[src/rtl/fact_mmio_ctrl.sv]
// fact_mmio_ctrl: memory-mapped control/decoder for NCH factorial channels.
// Word address a = {channel, offset}; offsets 0=N, 1=CTRL, 2=STATUS, 3=RESULT.
// Reads are registered (rd/rd_valid one cycle after re).
// Optional build macro FACT_IRQ_EN adds per-channel interrupt enables and irq.
module fact_mmio_ctrl #(
    parameter int NCH = 2,
    parameter int DW  = 32,
    parameter int NW  = 4,
    localparam int AW = $clog2(NCH) + 2
) (
    input  logic              clk,
    input  logic              rst,
    input  logic [AW-1:0]     a,
    input  logic              we,
    input  logic [DW-1:0]     wd,
    input  logic              re,
    output logic [DW-1:0]     rd,
    output logic              rd_valid,
    output logic [NCH*NW-1:0] n_out,
    output logic [NCH-1:0]    go,
    output logic [NCH-1:0]    busy,
    input  logic [NCH-1:0]    done_in,
    input  logic [NCH-1:0]    err_in,
    input  logic [NCH*DW-1:0] result_in,
    output logic              irq
);

    localparam logic [1:0] OFF_N      = 2'd0;
    localparam logic [1:0] OFF_CTRL   = 2'd1;
    localparam logic [1:0] OFF_STATUS = 2'd2;
    localparam logic [1:0] OFF_RESULT = 2'd3;

    logic [NW-1:0]  nreg   [NCH];
    logic [DW-1:0]  resreg [NCH];
    logic [NCH-1:0] done;
    logic [NCH-1:0] err;
    logic [NCH-1:0] ovr;
`ifdef FACT_IRQ_EN
    logic [NCH-1:0] ie;
`endif

    logic [AW-1:0]  chw;
    logic [1:0]     off;
    logic [NCH-1:0] hit;
    logic [NCH-1:0] ctrl_wr;
    logic [NCH-1:0] n_load;
    logic [NCH-1:0] go_start;
    logic [NCH-1:0] ovr_set;
    logic [NCH-1:0] fin;
    logic [NCH-1:0] res_rd;
    logic [NCH-1:0] stat_rd;
    logic [DW-1:0]  rd_next;
    logic           unused_wd;

    assign chw       = a >> 2;
    assign off       = a[1:0];
    assign unused_wd = ^wd[DW-1:NW];

    for (genvar k = 0; k < NCH; k++) begin : g_nout
        assign n_out[k*NW +: NW] = nreg[k];
    end

    // Decode the access into per-channel events and build the read-back word;
    // channel numbers >= NCH match no hit bit, so they read 0 and write nothing.
    always_comb begin
        logic [4:0] stat;
        hit      = '0;
        ctrl_wr  = '0;
        n_load   = '0;
        go_start = '0;
        ovr_set  = '0;
        fin      = '0;
        res_rd   = '0;
        stat_rd  = '0;
        rd_next  = '0;
        stat     = '0;
        for (int k = 0; k < NCH; k++) begin
            hit[k]      = (chw == AW'(k));
            ctrl_wr[k]  = we && hit[k] && (off == OFF_CTRL);
            n_load[k]   = we && hit[k] && (off == OFF_N) && !busy[k];
            go_start[k] = ctrl_wr[k] && wd[0] && !busy[k];
            ovr_set[k]  = busy[k] && we && hit[k] &&
                          ((off == OFF_N) || ((off == OFF_CTRL) && wd[0]));
            fin[k]      = done_in[k] && busy[k];
            res_rd[k]   = re && hit[k] && (off == OFF_RESULT);
            stat_rd[k]  = re && hit[k] && (off == OFF_STATUS);
            if (hit[k]) begin
`ifdef FACT_IRQ_EN
                stat = {ie[k], ovr[k], err[k], done[k], busy[k]};
`else
                stat = {1'b0, ovr[k], err[k], done[k], busy[k]};
`endif
                case (off)
                    OFF_N:      rd_next = DW'(nreg[k]);
                    OFF_STATUS: rd_next = DW'(stat);
                    OFF_RESULT: rd_next = resreg[k];
                    default:    rd_next = '0;
                endcase
            end
        end
    end

    // Register file, busy/done tracking and read-back; set events win over read clears.
    always_ff @(posedge clk) begin
        if (rst) begin
            go       <= '0;
            busy     <= '0;
            done     <= '0;
            err      <= '0;
            ovr      <= '0;
            rd       <= '0;
            rd_valid <= 1'b0;
            for (int k = 0; k < NCH; k++) begin
                nreg[k]   <= '0;
                resreg[k] <= '0;
            end
        end else begin
            go       <= '0;
            rd_valid <= re;
            if (re) begin
                rd <= rd_next;
            end
            for (int k = 0; k < NCH; k++) begin
                if (n_load[k]) begin
                    nreg[k] <= wd[NW-1:0];
                end
                if (go_start[k]) begin
                    go[k]   <= 1'b1;
                    busy[k] <= 1'b1;
                    done[k] <= 1'b0;
                    err[k]  <= 1'b0;
                end else if (fin[k]) begin
                    resreg[k] <= result_in[k*DW +: DW];
                    err[k]    <= err_in[k];
                    done[k]   <= 1'b1;
                    busy[k]   <= 1'b0;
                end else if (res_rd[k]) begin
                    done[k] <= 1'b0;
                end
                if (ovr_set[k]) begin
                    ovr[k] <= 1'b1;
                end else if (stat_rd[k]) begin
                    ovr[k] <= 1'b0;
                end
            end
        end
    end

`ifdef FACT_IRQ_EN
    // Interrupt enables latch on every CTRL write; irq follows done&ie one cycle later.
    always_ff @(posedge clk) begin
        if (rst) begin
            ie  <= '0;
            irq <= 1'b0;
        end else begin
            for (int k = 0; k < NCH; k++) begin
                if (ctrl_wr[k]) begin
                    ie[k] <= wd[1];
                end
            end
            irq <= |(done & ie);
        end
    end
`else
    assign irq = 1'b0;
`endif

endmodule

[config.mk]
export PLATFORM = sky130hd
export DESIGN_NAME = fact_mmio_ctrl
export DESIGN_NICKNAME = d
export VERILOG_FILES = /design/src/rtl/fact_mmio_ctrl.sv
export SDC_FILE = /design/constraint.sdc
export NUM_CORES = 1
export LEC_CHECK = 0
export BUFFER_PORTS_ARGS = -buffer_cell sky130_fd_sc_hd__buf_2
export CAP_MARGIN = 20
export CORE_MARGIN = 2
export CORE_UTILIZATION = 40
export CTS_CLUSTER_SIZE = 14
export DETAILED_ROUTE_END_ITERATION = 8
export HOLD_SLACK_MARGIN = 0.02
export PLACE_DENSITY = 0.76
export SLEW_MARGIN = 10
export SYNTH_ARGS = -nofsm -noshare
export SYNTH_HDL_FRONTEND = slang
export SYNTH_SLANG_ARGS = --single-unit
[constraint.sdc]
create_clock -name clk -period 2.4 [get_ports clk]
set_input_delay 0.48 -clock clk [delete_from_list [all_inputs] [get_ports clk]]
set_output_delay 0.48 -clock clk [all_outputs]
set_load 0.05 [all_outputs]
After elaboration in Yosys (flattened, before gate mapping):

Memory sizes are Yosys's and may differ from the RTL's.
Cells that the tools add are included.

* multiply operators: 0
* equal/unequal tests: 3
* shift operators: 0
* $lt $le $gt $ge: 0
* div/mod/pow operators: 0
* add/sub/neg operators: 0
* reductions and logical operators: 40
* muxes and demuxes: 38
* bitwise gates (word level): 4

Operators by type and width (number)
* 32-bit one-hot mux with 3 select lines: 2
* 32-bit 2-to-1 mux: 4
* 1-bit 2-to-1 mux: 30
* 1-bit logical AND: 27
* 2-bit nonzero test: 6
* 4-bit 2-to-1 mux: 2
* 2-bit == test (second input constant): 2
* 1-bit OR: 4
* 2-bit OR reduction: 2
* 3-bit zero test: 1
* 2-bit by 1-bit == test with 1-bit output (second input constant): 1
* 1-bit zero test: 2
* 2-bit zero test: 1
* 1-bit logical OR: 1

* bits in read-only memories: 0
* word-level logic and storage cells: 98
* memories: 2
* output and inout port bits: 46
* bits in latches: 0
* register bits: 43
* bits in writable memories: 72

Memories
* resreg: depth 2, width 32, read ports 2, clocked after memory_dff 0, write ports 2, RTL line 34 `logic [DW-1:0] resreg [NCH];`
* nreg: depth 2, width 4, read ports 2, clocked after memory_dff 0, write ports 2, RTL line 33 `logic [NW-1:0] nreg [NCH];`

Depth between registers and ports, before layout:

Gate-level depths: netlist of the first run.

* word-level depth: 9
* gate-level depth with buffers: 6
* mapped depth without buffers: 3

Least setup slack after synthesis of the first run:

OpenSTA, ideal clock, no wires.

* path type: register to register
* start point: register busy[1]
* end point: memory resreg[1][0] (netlist: resreg[0][32]) (enable)
* slack: 0.205 ns
* data required time: 2.006 ns
* clock period less this slack: 2.195 ns
* data arrival time: 1.801 ns
* library setup time: 0.394 ns
* cell stages (with the launch flop): 3
* cell sequence: dfxtp_1 -> nand2_1 -> nand2b_1

RTL lines
* start, declared: RTL line 21 `output logic [NCH-1:0] busy,`
* start signal, assigned: RTL line 107 `busy <= '0;`
* start signal, assigned by index: RTL line 129 `busy[k] <= 1'b1;`
* start signal, assigned by index: RTL line 136 `busy[k] <= 1'b0;`
* end, declared: RTL line 34

==> reports/qor.txt, run 1 <==
Post-CTS Hold Buffers: 0
Post-synthesis sequential area ratio: 63.3%
Setup bufs post-CTS: 0
Pwr dens: 787 mW/mm^2
Top cell type by total area after synthesis: edfxtp_1
Leak: 2.57 nW
Sequential Power Share: 45.6%
Total wire length: 10.8 mm
Post-synthesis xor/xnor area fraction: 0%
CP max FO: 37
Clk buf depth: 2
Synth unique cells: 36
Clock Latency Late Sink: 0.40 ns
Area growth, synth to finish: 27.5%
Cts repair resizes: 0
Vias in the first global route: 3,416
Clock share of power: 46.9%
Final instance area: 0.00609 mm^2
ANT cells: 0
Die ar.: 0.0128 mm^2
Gate Count Post-Synth: 374
Post-route ant nets: 0
Final Max Slew Viols: 0
Global-route wire length before repair: 16.9 mm
Tmin final: 1.97 ns
Core Rows: 39
TritonCTS Buffers: 17
Hold Path Class: in2reg
Drt pass-1 iters: 7
Post-Route Skew: 0.00608 ns
DIE HEIGHT: 113 um
Reg2Reg Depth: 4
Gr ovfl total: 0
Crit end category: register
Relative slew slack: 46.7%
Combinational share of power: 7.5%
CP max stage cell: a21oi_4
Ranking of synthesized cells by area: edfxtp_1, dfxtp_1, and2_1
Max Cap Viol: 0
Max Fclk: 0.508 GHz
Width of the die: 113 um
Placed cell count: 624
Hold path cells: 2
Initial antenna violation count: 0
Max rail drop VDD: 0.000410 V
Post-synthesis mux area share: 8.91%
Layout cells sized above 1: 40.4%
CP arrival: 2.23 ns
Initial Util: 41.4%
Internal power: 3.74 mW
Status: finished, violations left
Total core area: 0.0115 mm^2
Post-synthesis async set-or-reset flop share: 0%
Worst-path cell chain: nand2_1 -> a21oi_4 -> buf_8 -> and2_1
Avg Inst Size Synth: 12.8 um^2
Largest family of logic cells by synthesized area: simple AND/OR/NAND/NOR gates
Post-Place Cell Area: 0.00555 mm^2
Hold Fails Final Rpt: 0
Initial DRC count: 251
Total Power: 4.79 mW
CTS tree: built
Io pins: 153
Worst Hold Margin: 0.355 ns
Final setup vio count: 0
DRC Markers: 7
Synth Area in Adders: 0%
Final net count: 607
Synth warn: 0
Fin Setup TNS: 0 ns
Largest net degree at the start of global routing: 45
Req. time, crit path: 2.66 ns
CP Class: reg2reg
Top-count cell post-synth: edfxtp_1
CTS root buf: clkbuf_16
Via Count: 3,351
Post-synthesis compound-gate area fraction: 9.78%
Switching power total: 1.05 mW
Sw Ratio: 21.9%
Simple-Gate Fraction of Synth Area: 15.0%
GPL Wtd Cong: 0.825
Flops & latches, synth: 115
Top-area cell type share of the netlist area: 45.3%
Synth Cell Area: 0.00477 mm^2
Fillers: 1,011
Post-synth top cells: edfxtp_1, and2_1, dfxtp_1
Total track usage: 17.1%
Dpl hpwl: 7.15 mm
Finished Layout Cells: 656
Vias per cell: 5.11
Port-buffer cells: 123
Clock-pin transition on the worst setup and hold timing paths: 0.05 ns
CP Launch Type: register
Unrepaired setup endpoints after global routing: false
Clock sinks: 115
Most used DFF post-synth: edfxtp_1
H-tree depth: 4
Violated checks: design-rule violations
Post-synth EDFFs: 72
Syn Nets: 481
Drt wl/cell: 16.4 um
Worst-margin pin slew: 0.798 ns
CP max stage delay: 0.70 ns
Final Cycle Share: 82.1%
## layer usage
layer	vias to the layer above	GRT usage, %	part of all wire (%)
li1	1615	-	-
met1	1602	20.3	41
met2	121	29.2	50
met3	13	4.28	6.9
met4	0	7.97	1.5
met5	-	0	0
## kinds of logic (layout without fill, tap and decap cells)
logic type,Yosys count,in the layout
AOI/OAI and AO/OA,58,58
muxes,38,38
other,1,1
and+or+nand+nor,132,132
DFF,115,115
buffers and inverters,30,169
## cell usage in the layout, fill, tap and decap left out, drive strengths merged, types with 4 or more instances in the layout
| master | instances |
|---|---|
| buf | 134 |
| nand2 | 11 |
| nor2b | 5 |
| nor3 | 4 |
| dfxtp | 43 |
| clkinv | 6 |
| clkbuf | 26 |
| mux2 | 36 |
| nand2b | 4 |
| nor2 | 32 |
| and2 | 68 |
| a221oi | 8 |
| o221ai | 4 |
| o21ba | 5 |
| edfxtp | 72 |
| a22oi | 28 |
## flip-flops by register name, summed over array words and instances, names as in the netlist
name      cells
done          2
rd           32
go            2
err           2
resreg       64
nreg          8
rd_valid      1
busy          2
ovr           2
## power by group through the flow
stage	clock network (mW)	registers, mW	logic, mW
2_1_floorplan	0	2.29	0.158
3_3_place_gp	0	2.22	0.356
6_report	2.25	2.19	0.361
3_5_place_dp	0	2.23	0.362
5_1_grt	2.39	2.19	0.388
4_1_cts	2.30	2.19	0.364
## area by class of cell
cell class	count	area (um^2)	share of cell area, %
clock buffer	26	509	8.37
clock inverter	6	27.5	0.452
inverter	3	11.3	0.185
multi-input combinational	229	1620	26.6
sequential	115	3020	49.7
tap	143	179	2.94
timing repair buffer	134	718	11.8
## per-stage QoR
step / worst slack, ns / util, %
6_report: 0.430 / 52.9
5_1_grt: 0.208 / 52.9
4_1_cts: 0.395 / 52.9
3_5_place_dp: 0.360 / 48.2
3_3_place_gp: 0.275 / 48.1
2_1_floorplan: 0.205 / -
## worst paths after layout
check | start | end | slack, ns
setup / recovery | busy[0] | resreg[0][20] | 0.43
hold / removal | result_in[12] | resreg[0][12] | 0.35
setup reg to reg | busy[0] | resreg[0][20] | 0.43
hold reg to reg | ovr[0] | ovr[0] | 0.49
## worst max-delay path: cells and delay by family (launching register included)
kind | cells | cell delay (ns)
simple gates | 2 | 0.40
buf+inv | 1 | 0.25
flops | 1 | 0.48
compound gates | 1 | 0.70
(Power assumes the default switching activity.)
==> inputs of run 2 (changes only) <==
--- a/config.mk
+++ b/config.mk
@@ -12,7 +12,7 @@
 export CTS_CLUSTER_SIZE = 14
 export DETAILED_ROUTE_END_ITERATION = 8
 export HOLD_SLACK_MARGIN = 0.02
-export PLACE_DENSITY = 0.76
+export PLACE_DENSITY = 0.79
 export SLEW_MARGIN = 10
 export SYNTH_ARGS = -nofsm -noshare
 export SYNTH_HDL_FRONTEND = slang
==> constraint.sdc (replaced) <==
create_clock -name clk -period 1.6 [get_ports clk]
set_input_delay 0.32 -clock clk [delete_from_list [all_inputs] [get_ports clk]]
set_output_delay 0.32 -clock clk [all_outputs]
set_load 0.05 [all_outputs]
==> run 2 against run 1 <==
Compared with the run above: the run still ends with design-rule violations left; flip-flop and latch count unchanged; total power up 60%; non-clock buffer count up 8; first-iteration DRC count down 24%; hold slack worse by 0.16 ns; critical endpoint is now resreg[0][58]; largest cell class unchanged.
==> reports/qor.txt, run 2 (synthesized netlist as in run 1, its figures left out) <==
Dpl ws: -0.103 ns (was 0.360 ns)
Hold Path Class: in2reg (unchanged)
Total track usage: 17.2% (was 17.1%)
Clock sinks: 115 (unchanged)
Max reg flops: 64 (unchanged)
Final instance area: 0.00630 mm^2 (was 0.00609 mm^2)
GPL Wtd Cong: 0.842 (was 0.825)
Fin Setup TNS: 0 ns (unchanged)
Initial Util: 41.4% (unchanged)
Leak: 2.67 nW (was 2.57 nW)
Placed cell count: 632 (was 624)
Core Rows: 39 (unchanged)
CP arrival: 1.76 ns (was 2.23 ns)
Commonest cells after routing, fill and taps aside: buf_2, edfxtp_1, and2_1 (unchanged)
Hold Crit Endpoint: resreg[0][15] (was resreg[0][12])
RR Endpoint: resreg[0][58] (was resreg[0][20])
Pwr dens: 1220 mW/mm^2 (was 787 mW/mm^2)
CP Class: reg2reg (unchanged)
CTS root buf: clkbuf_16 (unchanged)
Global-route wire length before repair: 16.9 mm (unchanged)
Layout cells sized above 1: 42.3% (was 40.4%)
Total Power: 7.66 mW (was 4.79 mW)
Initial antenna violation count: 0 (unchanged)
Via Count: 3,405 (was 3,351)
Unrepaired setup endpoints after global routing: false (unchanged)
Largest registers: resreg (64), rd (32), nreg (8) (unchanged)
DRC Markers: 7 (unchanged)
Die ar.: 0.0128 mm^2 (unchanged)
Clk buf depth: 2 (unchanged)
Total core area: 0.0115 mm^2 (unchanged)
Max rail drop VDD: 0.000699 V (was 0.000410 V)
Vias per cell: 5.12 (was 5.11)
Crit end category: register (unchanged)
Relative slew slack: 58.3% (was 46.7%)
Status: finished, violations left (unchanged)
Gr ovfl total: 0 (unchanged)
Dpl hpwl: 7.28 mm (was 7.15 mm)
CP max FO: 31 (was 37)
Cts repair resizes: 0 (unchanged)
H-tree depth: 4 (unchanged)
Leading cell type in the layout, fill and taps excluded: buf_2 (unchanged)
Post-Route Skew: 0.00647 ns (was 0.00608 ns)
R2R Path Start: busy[0] (unchanged)
Post-Place Cell Area: 0.00569 mm^2 (was 0.00555 mm^2)
Max Cap Viol: 0 (unchanged)
Initial DRC count: 191 (was 251)
Final Cycle Share: 93.3% (was 82.1%)
Req. time, crit path: 1.87 ns (was 2.66 ns)
Post-route ant nets: 0 (unchanged)
Max Fclk: 0.670 GHz (was 0.508 GHz)
Final core occ: 54.7% (was 52.9%)
R2R Setup Slk: 0.11 ns (was 0.43 ns)
Violated checks: design-rule violations (unchanged)
CP Launch Type: register (unchanged)
Hold path cells: 2 (unchanged)
Drt wl/cell: 16.6 um (was 16.4 um)
Worst-margin pin slew: 0.626 ns (was 0.798 ns)
Hold Fails Final Rpt: 0 (unchanged)
Largest net degree at the start of global routing: 35 (was 45)
Final setup vio count: 0 (unchanged)
Area growth, synth to finish: 32.1% (was 27.5%)
Clock Latency Late Sink: 0.40 ns (about the same)
ANT cells: 0 (unchanged)
Clock-pin transition on the worst setup and hold timing paths: 0.06 ns (was 0.05 ns)
Reg2Reg Depth: 4 (unchanged)
Drt pass-1 iters: 8 (was 7)
Width of the die: 113 um (unchanged)
CTS tree: built (unchanged)
TritonCTS Buffers: 17 (unchanged)
DIE HEIGHT: 113 um (unchanged)
Post-route worst setup slack: 0.107 ns (was 0.430 ns)
Port-buffer cells: 123 (unchanged)
Vias in the first global route: 3,407 (was 3,416)
Biggest register: resreg (unchanged)
Io pins: 153 (unchanged)
Hold wc startpoint: result_in[15] (was result_in[12])
Final Max Slew Viols: 0 (unchanged)
Finished Layout Cells: 665 (was 656)
Fillers: 989 (was 1,011)
Total wire length: 11.1 mm (was 10.8 mm)
Tmin final: 1.49 ns (was 1.97 ns)
Worst Hold Margin: 0.191 ns (was 0.355 ns)
Final net count: 616 (was 607)
==> run 2: changes by cell type in the layout (fill, tap and decap cells not counted), moves of 2 or more <==
cell | before | now
clkinvlp_4 | 0 | 3
clkbuf_1 | 4 | 1
clkinv_2 | 4 | 2
bufinv_16 | 0 | 2
buf_12 | 1 | 5
nand2b_2 | 2 | 0
dfxtp_2 | 0 | 2
dfxtp_1 | 43 | 41
buf_4 | 9 | 13
nand2b_4 | 0 | 2
==> run 2: area by class of cell <==
cell class,count,area (um^2),share of cell area [%]
inverter,3,11.3,0.179
multi-input combinational,230,1640,26.0
tap,143,179,2.84
sequential,115,3030,48.0
clock buffer,23,509,8.08
timing repair buffer,142,841,13.3
clock inverter,9,100,1.59
==> run 2: timing repair <==
action,in CTS,in global routing
hold buffers,0,0
setup buffers,0,0
endpoints found under the setup margin,0,31
==> run 2: critical path, cell delays in order, from the launching register on <==
cell     delay [ns]
dfxtp_2        0.32
nand2_1        0.16
a21oi_4        0.50
buf_16         0.22
and2_1         0.15
==> run 2: per-layer routing <==
metal  GRT usage [%]  vias to the layer above  wire, um
met5               0                        -         0
met4            6.67                        0       171
met3            5.14                       16       693
met2            29.3                      132      5570
met1            20.4                     1634      4620
li1                -                     1623         -
==> run 2: how the worst max path moves through the flow <==
stage	from	to	slack (ns)	depth (start not counted)
2_1_floorplan	busy[1]	resreg[0][0]	0.09	4
3_3_place_gp	done_in[1]	resreg[0][17]	-0.26	4
3_5_place_dp	done_in[1]	resreg[0][5]	-0.10	5
4_1_cts	busy[1]	resreg[0][39]	0.006	4
5_1_grt	busy[0]	resreg[0][12]	0.04	4
6_report	busy[0]	resreg[0][58]	0.11	4
==> run 2: report_power, final <==
part / internal (mW) / switching [mW] / leakage, nW
sequential: 3.24 / 0.0344 / 1.09
clock: 2.53 / 1.28 / 0.291
combinational: 0.231 / 0.342 / 1.28
==> inputs of run 3 (changes only) <==
--- a/config.mk
+++ b/config.mk
@@ -5,14 +5,15 @@
 export SDC_FILE = /design/constraint.sdc
 export NUM_CORES = 1
 export LEC_CHECK = 0
+export ABC_AREA = 1
 export BUFFER_PORTS_ARGS = -buffer_cell sky130_fd_sc_hd__buf_2
 export CAP_MARGIN = 20
 export CORE_MARGIN = 2
-export CORE_UTILIZATION = 40
+export CORE_UTILIZATION = 46
 export CTS_CLUSTER_SIZE = 14
 export DETAILED_ROUTE_END_ITERATION = 8
 export HOLD_SLACK_MARGIN = 0.02
-export PLACE_DENSITY = 0.79
+export PLACE_DENSITY = 0.87
 export SLEW_MARGIN = 10
 export SYNTH_ARGS = -nofsm -noshare
 export SYNTH_HDL_FRONTEND = slang
==> run 3 against run 2 <==
Compared with the run above: the run now ends clean; final area is 1.6% higher; worst setup slack worse by 0.056 ns; clock power is 7.9% higher; sequential share of layout area is 0.80 points lower; routed wire length is 0.63% lower; clock-buffer cell count is 6 lower; flip-flop and latch count stayed put; non-clock buffer count is 3 lower; area after synthesis is 5.1% higher; highest routed layer unchanged.
==> reports/qor.txt, run 3 <==
Status: finished, final reports clean (was finished, violations left)
Io pins: 153 (unchanged)
Hold wc startpoint: err_in[0] (was result_in[15])
Gr ovfl total: 0 (unchanged)
Drt wl/cell: 13.0 um (was 16.6 um)
Post-synth EDFFs: 72 (unchanged)
Synth warn: 0 (unchanged)
CP max FO: 6 (was 31)
Max Cap Viol: 0 (unchanged)
Clock sinks: 115 (unchanged)
DIE HEIGHT: 108 um (was 113 um)
CP max stage cell: dfxtp_1 (was a21oi_4)
Switching power total: 1.84 mW (was 1.65 mW)
Combinational share of power: 7.5% (about the same)
Top-count cell post-synth: nand2_1 (was edfxtp_1)
Avg Inst Size Synth: 8.93 um^2 (was 12.8 um^2)
Most used DFF post-synth: edfxtp_1 (unchanged)
Syn Nets: 669 (was 481)
M1 wire length: 4.74 mm (was 4.62 mm)
Commonest cells after routing, fill and taps aside: nand2_1, buf_2, inv_1 (was buf_2, edfxtp_1, and2_1)
Metal3 WL: 707 um (was 693 um)
Fillers: 956 (was 989)
Hold Fails Final Rpt: 0 (unchanged)
Post-route ant nets: 0 (unchanged)
Sequential Power Share: 41.1% (was 42.8%)
Post-synthesis sequential area ratio: 60.2% (was 63.3%)
Reg2Reg Depth: 5 (was 4)
TritonCTS Buffers: 17 (unchanged)
Final setup vio count: 0 (unchanged)
RR Endpoint: resreg[0][22] (was resreg[0][58])
Max rail drop VDD: 0.000670 V (was 0.000699 V)
Initial Util: 46.7% (was 41.4%)
H-tree depth: 4 (unchanged)
Width of the die: 108 um (was 113 um)
Critical Path End: busy[1] (was resreg[0][58])
Req. time, crit path: 1.28 ns (was 1.87 ns)
Core Rows: 38 (was 39)
Post-Route Skew: 0.0101 ns (was 0.00647 ns)
GPL Wtd Cong: 0.830 (was 0.842)
WP buf/inv: 1 (unchanged)
Biggest register: resreg (unchanged)
Dpl ws: 0.134 ns (was -0.103 ns)
Via Count: 4,007 (was 3,405)
Dpl hpwl: 7.41 mm (was 7.28 mm)
Clock Latency Late Sink: 0.50 ns (was 0.40 ns)
Gate Count Post-Synth: 562 (was 374)
Vias in the first global route: 3,754 (was 3,407)
Total wire length: 11.0 mm (was 11.1 mm)
Met2 WL: 5.44 mm (was 5.57 mm)
Global-route wire length before repair: 17.7 mm (was 16.9 mm)
Worst path top cell family by delay: flip-flops (was compound AO/OA/AOI/OAI gates)
Pwr dens: 1250 mW/mm^2 (was 1220 mW/mm^2)
Initial DRC count: 259 (was 191)
DR top layer: met4 (unchanged)
Total track usage: 19.8% (was 17.2%)
Fin Setup TNS: 0 ns (unchanged)
R2R Setup Slk: 0.17 ns (was 0.11 ns)
Synth unique cells: 27 (was 36)
Max Fclk: 0.646 GHz (was 0.670 GHz)
Unrepaired setup endpoints after global routing: false (unchanged)
Total core area: 0.0107 mm^2 (was 0.0115 mm^2)
Final Cycle Share: 96.8% (was 93.3%)
Stages on worst setup path: 1 (was 4)
Cts repair resizes: 0 (unchanged)
Hold Path Class: in2reg (unchanged)
Area growth, synth to finish: 27.7% (was 32.1%)
Synth Cell Area: 0.00502 mm^2 (was 0.00477 mm^2)
R2R Path Start: busy[1] (was busy[0])
Ranking of synthesized cells by area: edfxtp_1, dfxtp_1, nand2_1 (was edfxtp_1, dfxtp_1, and2_1)
Post-synthesis async set-or-reset flop share: 0% (unchanged)
CP max stage delay: 0.43 ns (was 0.50 ns)
Final Max Slew Viols: 0 (unchanged)
CTS root buf: clkbuf_8 (was clkbuf_16)
Top-area cell type share of the netlist area: 43.1% (was 45.3%)
Worst-path cell chain: buf_2 (was nand2_1 -> a21oi_4 -> buf_16 -> and2_1)
Relative slew slack: 65.8% (was 58.3%)
ANT cells: 0 (unchanged)
Leak: 3.11 nW (was 2.67 nW)
Clock-pin transition on the worst setup and hold timing paths: 0.06 ns (about the same)
Post-CTS Hold Buffers: 0 (unchanged)
CP Class: reg2out (was reg2reg)
Total Power: 7.99 mW (was 7.66 mW)
Critical Path Start: busy[1] (was busy[0])
Leading cell type in the layout, fill and taps excluded: nand2_1 (was buf_2)
Clk buf depth: 2 (unchanged)
CTS tree: built (unchanged)
CP arrival: 1.23 ns (was 1.76 ns)
Post-route worst setup slack: 0.0510 ns (was 0.107 ns)
Die ar.: 0.0118 mm^2 (was 0.0128 mm^2)
Post-synth top cells: nand2_1, inv_1, nor2_1 (was edfxtp_1, and2_1, dfxtp_1)
Drt pass-1 iters: 4 (was 8)
Crit end category: primary output (was register)
Layout cells sized above 1: 27.3% (was 42.3%)
Vias per cell: 4.73 (was 5.12)
Internal power: 6.14 mW (was 6.01 mW)
Clock share of power: 51.4% (was 49.7%)
Top cell type by total area after synthesis: edfxtp_1 (unchanged)
Max reg flops: 64 (unchanged)
Sw Ratio: 23.1% (was 21.6%)
DRC Markers: 0 (was 7)
Final net count: 801 (was 616)
Worst-margin pin slew: 0.512 ns (was 0.626 ns)
Setup bufs post-CTS: 0 (unchanged)
Tmin final: 1.55 ns (was 1.49 ns)
Largest net degree at the start of global routing: 41 (was 35)
Flops & latches, synth: 115 (unchanged)
Largest registers: resreg (64), rd (32), nreg (8) (unchanged)
Initial antenna violation count: 0 (unchanged)
CP Launch Type: register (unchanged)
Port-buffer cells: 123 (unchanged)
[run 3: cell count changes in the layout (fill, tap and decap cells not counted), sizes merged, moves of 26 or more]
cell,change
and2,-68
nor2,+45
a22oi,-28
mux2,-36
inv,+86
nand2,+164
nand3,+26
a21oi,+40
[run 3: logic make-up (layout without fill, tap and decap cells)]
family | Yosys count | count (layout) | share of synthesized area (%)
AND/OR/NAND/NOR | 287 | 287 | 23.1
buffers and inverters | 111 | 256 | 10.8
other | 1 | 1 | 0.0747
AO/OA/AOI/OAI | 48 | 48 | 5.79
flip-flops | 115 | 115 | 60.2
[run 3: how the worst min path moves through the flow]
| stage | endpoint | slack [ns] | cells after the start |
|---|---|---|---|
| 2_1_floorplan | err[1] | 0.44 | 2 |
| 3_3_place_gp | rd[21] | 0.45 | 2 |
| 3_5_place_dp | rd[30] | 0.45 | 2 |
| 4_1_cts | err[0] | 0.05 | 3 |
| 5_1_grt | err[0] | 0.07 | 3 |
| 6_report | err[0] | 0.07 | 3 |
[run 3: power groups by stage]
stage               clock (mW)  combinational (mW)  sequential, mW
floorplan                    0               0.283            3.44
global placement             0               0.588            3.34
detailed placement           0               0.597            3.35
CTS                       4.15               0.601            3.28
global route              4.29               0.660            3.29
finish                    4.11               0.597            3.28
[run 3: final cells by class]
type	instances	area [um^2]	share of cell area (%)
sequential	115	3020	47.2
multi-input combinational	336	1470	22.9
timing repair buffer	139	773	12.1
clock buffer	17	414	6.47
inverter	85	322	5.02
clock inverter	15	229	3.57
tap	140	175	2.73
[run 3: per-stage QoR]
stage | cell area (um^2) | utilization (%) | instances | hold slack [ns]
finish | 6400 | 59.6 | 847 | 0.0675
global route | 6400 | 59.6 | 847 | 0.0689
CTS | 6400 | 59.6 | 847 | 0.0518
detailed placement | 5760 | 53.6 | 815 | 0.454
global placement | 5760 | 53.6 | 815 | 0.451
floorplan | 5030 | - | 562 | 0.439
[run 3: worst min-delay path: stages]
cell and delay (ns):
buf_2 0.10, nand2_1 0.05, a21oi_1 0.05
[run 3: per-layer routing]
layer | GRT usage (%) | up-vias
met4 | 6.32 | 0
met3 | 5.49 | 9
met2 | 33.5 | 139
met5 | 0 | -
met1 | 24.7 | 1837
li1 | - | 2022
